[config.mk]
export PLATFORM = sky130hd
export DESIGN_NAME = d_kes_dc_sum_tree
export DESIGN_NICKNAME = d
export VERILOG_FILES = /design/src/rtl/d_kes_dc_sum_tree_pkg.sv /design/src/rtl/d_kes_dc_sum_tree_xor_reduce.sv /design/src/rtl/d_kes_dc_sum_tree.sv
export SDC_FILE = /design/constraint.sdc
export NUM_CORES = 1
export LEC_CHECK = 0
export CAP_MARGIN = 25
export CORE_MARGIN = 2
export CORE_UTILIZATION = 35
export DETAILED_ROUTE_END_ITERATION = 6
export PLACE_DENSITY = 0.7
export SLEW_MARGIN = 30
export SYNTH_ARGS = -nofsm -noshare
export SYNTH_HDL_FRONTEND = slang
export SYNTH_SLANG_ARGS = --single-unit
[constraint.sdc]
create_clock -name i_clk -period 1.98 [get_ports i_clk]
set_clock_uncertainty 0.15 [all_clocks]
set_input_delay 0.297 -clock i_clk [delete_from_list [all_inputs] [get_ports i_clk]]
set_output_delay 0.297 -clock i_clk [all_outputs]
set_load 0.03 [all_outputs]
[src/rtl/d_kes_dc_sum_tree_pkg.sv]
// Shared constants and elaboration-time helpers for the KES discrepancy
// summation tree.
//   D_KES_GF_ORDER : symbol width of GF(2^12) elements
//   D_KES_DC_GROUP : default stage-1 fan-in of the XOR tree
package d_kes_dc_sum_tree_pkg;

   localparam int D_KES_GF_ORDER = 12;
   localparam int D_KES_DC_GROUP = 4;

   function automatic int ceil_div(input int a, input int b);
      return (a + b - 1) / b;
   endfunction

   // Member count of stage-1 group j; the last group may be short.
   function automatic int group_size(input int num_pe, input int group, input int j);
      int rem;
      rem = num_pe - j * group;
      return (rem < group) ? rem : group;
   endfunction

endpackage

[src/rtl/d_kes_dc_sum_tree_xor_reduce.sv]
// Combinational N-input GF(2^12) adder (bitwise XOR of N symbols).
//   in_i  : N concatenated W-bit symbols, symbol k at [W*k +: W]
//   sum_o : XOR of all N symbols
module d_kes_dc_sum_tree_xor_reduce
   import d_kes_dc_sum_tree_pkg::*;
#(
   parameter int N = 2,
   parameter int W = D_KES_GF_ORDER
) (
   input  logic [N*W-1:0] in_i,
   output logic [W-1:0]   sum_o
);

   always_comb begin
      sum_o = '0;
      for (int k = 0; k < N; k++) begin
         sum_o = sum_o ^ in_i[k*W +: W];
      end
   end

endmodule

[src/rtl/d_kes_dc_sum_tree.sv]
// Two-stage registered GF(2^12) summation of the DC PE products, producing
// the discrepancy delta(2i+1) per iBM iteration plus iteration bookkeeping.
//   i_clk, i_RESET_KES_n : clock, async active-low reset
//   i_stop_dec           : synchronous abort, flushes the pipe and counter
//   i_EXECUTE_PE_DC      : PE execute pulse; products follow one cycle later
//   i_coef_2ip1          : NUM_PE concatenated 12-bit products
//   o_delta_2ip1/_valid  : registered discrepancy and its one-cycle strobe
//   o_delta_zero         : discrepancy is zero (qualified by valid)
//   o_iter_cnt           : index of the presented discrepancy
//   o_dc_done            : strobe with the last discrepancy of a codeword
//
// state | meaning
// IDLE  | no bit of v_q set, nothing in flight
// BUSY  | at least one execute travelling through v_q
// The pipeline never stalls, so the state is implicit in v_q.
module d_kes_dc_sum_tree
   import d_kes_dc_sum_tree_pkg::*;
#(
   parameter int NUM_PE   = 15,
   parameter int NUM_ITER = 14,
   parameter int GROUP    = D_KES_DC_GROUP
) (
   input  logic                             i_clk,
   input  logic                             i_RESET_KES_n,
   input  logic                             i_stop_dec,
   input  logic                             i_EXECUTE_PE_DC,
   input  logic [NUM_PE*D_KES_GF_ORDER-1:0] i_coef_2ip1,
   output logic [D_KES_GF_ORDER-1:0]        o_delta_2ip1,
   output logic                             o_delta_valid,
   output logic                             o_delta_zero,
   output logic [7:0]                       o_iter_cnt,
   output logic                             o_dc_done
);

   localparam int W     = D_KES_GF_ORDER;
   localparam int NPART = ceil_div(NUM_PE, GROUP);
   localparam logic [7:0] LAST_ITER = 8'(NUM_ITER - 1);

   logic [2:0]         v_q;
   logic [NPART*W-1:0] part_d, part_q;
   logic [W-1:0]       delta_d, delta_q;
   logic               zero_q;
   logic [7:0]         iter_q;

   for (genvar j = 0; j < NPART; j++) begin : g_stage1
      localparam int GSZ = group_size(NUM_PE, GROUP, j);
      d_kes_dc_sum_tree_xor_reduce #(.N(GSZ), .W(W)) u_grp (
         .in_i  (i_coef_2ip1[j*GROUP*W +: GSZ*W]),
         .sum_o (part_d[j*W +: W])
      );
   end

   d_kes_dc_sum_tree_xor_reduce #(.N(NPART), .W(W)) u_stage2 (
      .in_i  (part_q),
      .sum_o (delta_d)
   );

   always_ff @(posedge i_clk or negedge i_RESET_KES_n) begin
      if (!i_RESET_KES_n) begin
         v_q     <= '0;
         part_q  <= '0;
         delta_q <= '0;
         zero_q  <= 1'b0;
         iter_q  <= '0;
      end else if (i_stop_dec) begin
         // Abort wins over a coincident execute; in-flight deltas vanish.
         v_q     <= '0;
         part_q  <= '0;
         delta_q <= '0;
         zero_q  <= 1'b0;
         iter_q  <= '0;
      end else begin
         v_q <= {v_q[1:0], i_EXECUTE_PE_DC};
         if (v_q[0]) begin
            part_q <= part_d;
         end
         if (v_q[1]) begin
            delta_q <= delta_d;
            zero_q  <= (delta_d == '0);
         end
         if (v_q[2]) begin
            iter_q <= (iter_q == LAST_ITER) ? 8'd0 : iter_q + 8'd1;
         end
      end
   end

   assign o_delta_2ip1  = delta_q;
   assign o_delta_zero  = zero_q;
   assign o_delta_valid = v_q[2];
   assign o_iter_cnt    = iter_q;
   assign o_dc_done     = v_q[2] & (iter_q == LAST_ITER);

endmodule

Word-level counts from Yosys, hierarchy flattened
Cells that the tools add are included.

operators by class
  bitwise gates (word level) = 15
  eq/ne operators = 1
  mux-type cells = 10
  reduce and logical (&&, ||, !) cells = 4
  add/sub/neg operators = 1

operators by type and width
  operator                                        number
  XOR 12 bit                                      14
  2-to-1 mux 48 bit                               2
  2-to-1 mux 12 bit                               2
  2-to-1 mux 8 bit                                3
  logical NOT 12 bit                              1
  adder 8 x 1 -> 8 bit (second input constant)    1
  == test 8 x 4 -> 1 bit (second input constant)  1
  nonzero test 2 bit                              3
  2-to-1 mux 3 bit                                1
  2-to-1 mux 1 bit                                2
  bitwise AND 1 bit                               1

word-level totals
  register bits = 72
  logic and storage cells = 36

Logic depth before layout (Yosys ltp)
  depth after elaboration = 6
  mapped depth = 7
  mapped depth without buffers = 7

Modules after synthesis
A second synthesis with hierarchy kept.

unflattened totals
  cells, all modules = 416
  area, all modules = 4575.6 um^2

modules (own cells, without submodules)
  module                                                 cells an instance  seq. area each (um^2)  times used  area each (um^2)
  d_kes_dc_sum_tree                                      260                1801.7                 1           3029.2
  d_kes_dc_sum_tree_xor_reduce at g_stage1[0].u_grp ...  36                 0.0                    4           315.3
  d_kes_dc_sum_tree_xor_reduce at g_stage1[3].u_grp      12                 0.0                    1           285.3

Worst setup path after synthesis
OpenSTA, ideal clock, no wires.

  kind = reg2reg
  start point = register iter_q[0], in the netlist o_iter_cnt[0]
  end point = register iter_q[5], in the netlist o_iter_cnt[5]
  cell stages (with the launch flop) = 7
  path buffers = 0
  slack = -0.002 ns
  required time = 1.711 ns
  library setup time = 0.119 ns
  data arrival time = 1.713 ns
  period minus slack after synthesis = 1.982 ns
  cells stage by stage = dfrtp_1 ha_1 nand4b_1 or4_4 nor2_4 or2_4 nor2_1

on the way
  word-level cells in the longest chain between the ends = 4

RTL lines
  what                                                                   line                     source
  from (decl)                                                            d_kes_dc_sum_tree.sv:43  logic [7:0] iter_q;
  from (signal assigned)                                                 d_kes_dc_sum_tree.sv:82  iter_q <= (iter_q == LAST_ITER) ? 8'd0 : iter_q + 8'd1;
  adder 8 x 1 -> 8 bit / == test 8 x 4 -> 1 bit (equally long branches)  d_kes_dc_sum_tree.sv:82
  2-to-1 mux 8 bit (*)                                                   d_kes_dc_sum_tree.sv:82
  2-to-1 mux 8 bit (*)                                                   d_kes_dc_sum_tree.sv:81  if (v_q[2]) begin
  2-to-1 mux 8 bit (*)                                                   d_kes_dc_sum_tree.sv:65  end else if (i_stop_dec) begin

Mark *: on every way between the ends. The rest lies on a longest branch, timed or not. The select of a mux whose other input is x is not followed.
A chain may end at the register's enable or synchronous reset.

Worst setup path after layout
  start point = register iter_q[1], in the netlist o_iter_cnt[1]
  end point = output port o_dc_done

on the way
  word-level cells in the longest chain between the ends = 2

RTL lines
  what                    line                     source
  == test 8 x 4 -> 1 bit  d_kes_dc_sum_tree.sv:91  assign o_dc_done = v_q[2] & (iter_q == LAST_ITER);
  bitwise AND 1 bit       d_kes_dc_sum_tree.sv:91
  to (decl)               d_kes_dc_sum_tree.sv:32  output logic o_dc_done

No other way between the ends.

==> reports/qor.yml <==
status: "finished, violations left"
violations: "setup timing"
tightestPinTransition_ns: 0.442
synth_area_leader_cell: "dfrtp_1"
ys_top_cells_by_area: "dfrtp_1, xnor2_1, a211oi_1"
ys_seq_area_share_pct: 41.3
p_int_mw: 3.22
grt_max_degree: 68
ir_drop_uv: 326
avgSynthCellArea_um2: 10.3
hp-class: "input pin to flip-flop"
first_pass_iters: 4
synth.distinct_cells: 26
synthArstFlopShare_pct: 100
grt.total_usage_pct: 15.9
post-route-util_pct: 57.1
port_buffers: 206
ys_ff_latch: 72
endpoint_kind: "primary output"
diodes: 0
cts_max_level: 3
clock_latency_ns: 0.32
fin_crit_ns: 2.16
start_util_pct: 36.0
die_area_um2: 13400
synthTopCellsByCount: "xnor2_1, dfrtp_1, nor2_1"
finalCritPeriodShare_pct: 109
num_io_pins: 207
layout.cells.non_filler: 803
cts_max_path_buffers: 2
p_leak_nw: 2.56
yosysWarningCount: 0
setup_ws_ns: -0.184
crit_path_start_kind: "flip-flop"
yosysTopAreaCellShare_pct: 41.3
grt_first_pass_wirelength_mm: 16.8
power.share.sequential_pct: 37.5
synthFlopType: "dfrtp_1"
path_max_fanout: 4
power_density_nw_per_um2: 629
gp_congestion: 0.830
combinationalPowerShare_pct: 28.7
layout-drive-gt1-share_pct: 4.57
swShare_pct: 25.9
cts_tree: "yes"
switching_power_mw: 1.13
fmax_mhz: 462
synth_edf_count: 0
nets: 816
finalSetupTns_ns: -0.184
netlist_area_um2: 4360
fin_area_um2: 6920
placed_cells: 785
grt_remaining_overflow: 0
hold_viol_final: 0
dp_hpwl_mm: 8.56
clockPowerShare_pct: 33.8
vias_per_cell: 4.49
wl_per_cell_um: 12.7
clkSinkCount: 72
critPathKind: "flip-flop to primary output"
num_rows: 40
die_w_um: 116
setup_viol: 1
fillers: 1090
area_growth_pct: 58.5
cp.arrival_ns: 1.72
crit_required_ns: 1.53
synthCells: 425
clkTransAtPathRegs_ns: 0.05
cts_root_buf: "clkbuf_16"
syn_nets: 611
numCtsBuffers: 9
p_total_mw: 4.35
relSlewSlack_pct: 70.5
drt-total-wl_mm: 10.2
whs_ns: 0.224
antenna_found_initial: 0
die_h_um: 116
slew_violations: 0
rsz0062_at_grt: "yes"
core_um2: 12100
ant_nets: 0
drtIter0Drc: 126
drc: 0
dp_slack_ns: 0.0681
yosysMostFrequentCell: "xnor2_1"
place_area_um2: 6610
vias: 3604
grt_pass1_vias: 3779
maxCapViolCount: 0
## worst paths after layout
path | to | start | slack [ns] | cells after the start
min in group asynchronous | o_iter_cnt[4] | i_RESET_KES_n | 0.31 | 2
max in group asynchronous | part_q[34] | i_RESET_KES_n | 0.81 | 3
hold reg to reg | o_delta_zero | o_delta_zero | 0.34 | 1
setup reg to reg | o_iter_cnt[5] | o_iter_cnt[1] | 0.25 | 7
setup / recovery | o_dc_done | o_iter_cnt[1] | -0.18 | 6
hold / removal | o_iter_cnt[6] | i_stop_dec | 0.22 | 3
## worst max-delay path, stage by stage, from the launching register on
cell and delay, ns:
dfrtp_1 0.38, inv_1 0.06, ha_1 0.13, nand4b_1 0.10
or4_4 0.48, nor2_4 0.12, buf_6 0.14
## cell type report
class / count / area [µm²] / area share [%]
multi-input cells: 331 / 2460 / 35.5
repair buffers: 214 / 2160 / 31.2
flip-flops and latches: 72 / 1800 / 26.1
clock buffers: 13 / 260 / 3.76
well taps: 168 / 210 / 3.04
clock inverters: 3 / 17.5 / 0.253
inverters: 2 / 7.51 / 0.109
## placed cells by master, fill, tap and decap left out, drive strengths merged
cell | netlist | layout
mux2i | 13 | 13
clkinvlp | 0 | 1
nand3b | 2 | 2
or4 | 1 | 1
dfrtp | 72 | 72
a21o | 1 | 1
nor2 | 70 | 70
or2 | 1 | 1
nand4 | 2 | 2
xor2 | 3 | 3
nor4 | 1 | 1
nand3 | 2 | 2
nand2 | 6 | 6
o2111ai | 2 | 2
nor2b | 3 | 3
a21oi | 2 | 2
clkdlybuf4s50 | 0 | 202
xnor2 | 170 | 170
buf | 10 | 10
dlymetal6s2s | 0 | 1
ha | 2 | 2
nand4b | 1 | 1
inv | 2 | 2
dlygate4sd3 | 0 | 1
a211oi | 48 | 48
a22oi | 1 | 1
clkbuf | 10 | 13
clkinv | 0 | 2
## power by group through the flow
stage | clock network (mW) | registers, mW | logic [mW]
floorplan | 0 | 1.67 | 0.649
global placement | 0 | 1.65 | 1.25
detailed placement | 0 | 1.66 | 1.27
CTS | 1.51 | 1.63 | 1.27
global route | 1.58 | 1.64 | 1.37
finish | 1.47 | 1.63 | 1.25
## metal layers
layer,vias to the layer above,routed length [µm],GRT usage [%]
met3,18,543,1.99
met5,-,0,0
met1,1631,4050,18.6
met2,132,5420,29.2
li1,1823,-,-
met4,0,201,6.67
## cell families (layout without fill, tap and decap cells)
kind of cell | Yosys count | count (layout) | synth area share (%)
buffers and inverters | 22 | 232 | 2.35
adders and majority gates | 2 | 2 | 0.574
DFF | 72 | 72 | 41.3
muxes | 13 | 13 | 2.98
AOI/OAI and AO/OA | 54 | 54 | 9.24
and+or+nand+nor | 89 | 89 | 8.81
xor gates and xnor gates | 173 | 173 | 34.7
## flip-flops by register name, indices dropped and copies added, names as in the netlist
| signal | flops |
|---|---|
| o_delta_2ip1 | 12 |
| o_delta_zero | 1 |
| o_iter_cnt | 8 |
| part_q | 48 |
| v_q | 3 |
## timing repair
| action | CTS | global route |
|---|---|---|
| endpoints found under the setup margin | 1 | 2 |
| hold buffers | 1 | 0 |
| gates resized for setup | 1 | 1 |
| endpoints found under the hold margin | 32 | 0 |
| setup buffers | 1 | 0 |
No activity file was read; power rests on OpenSTA's default activity.
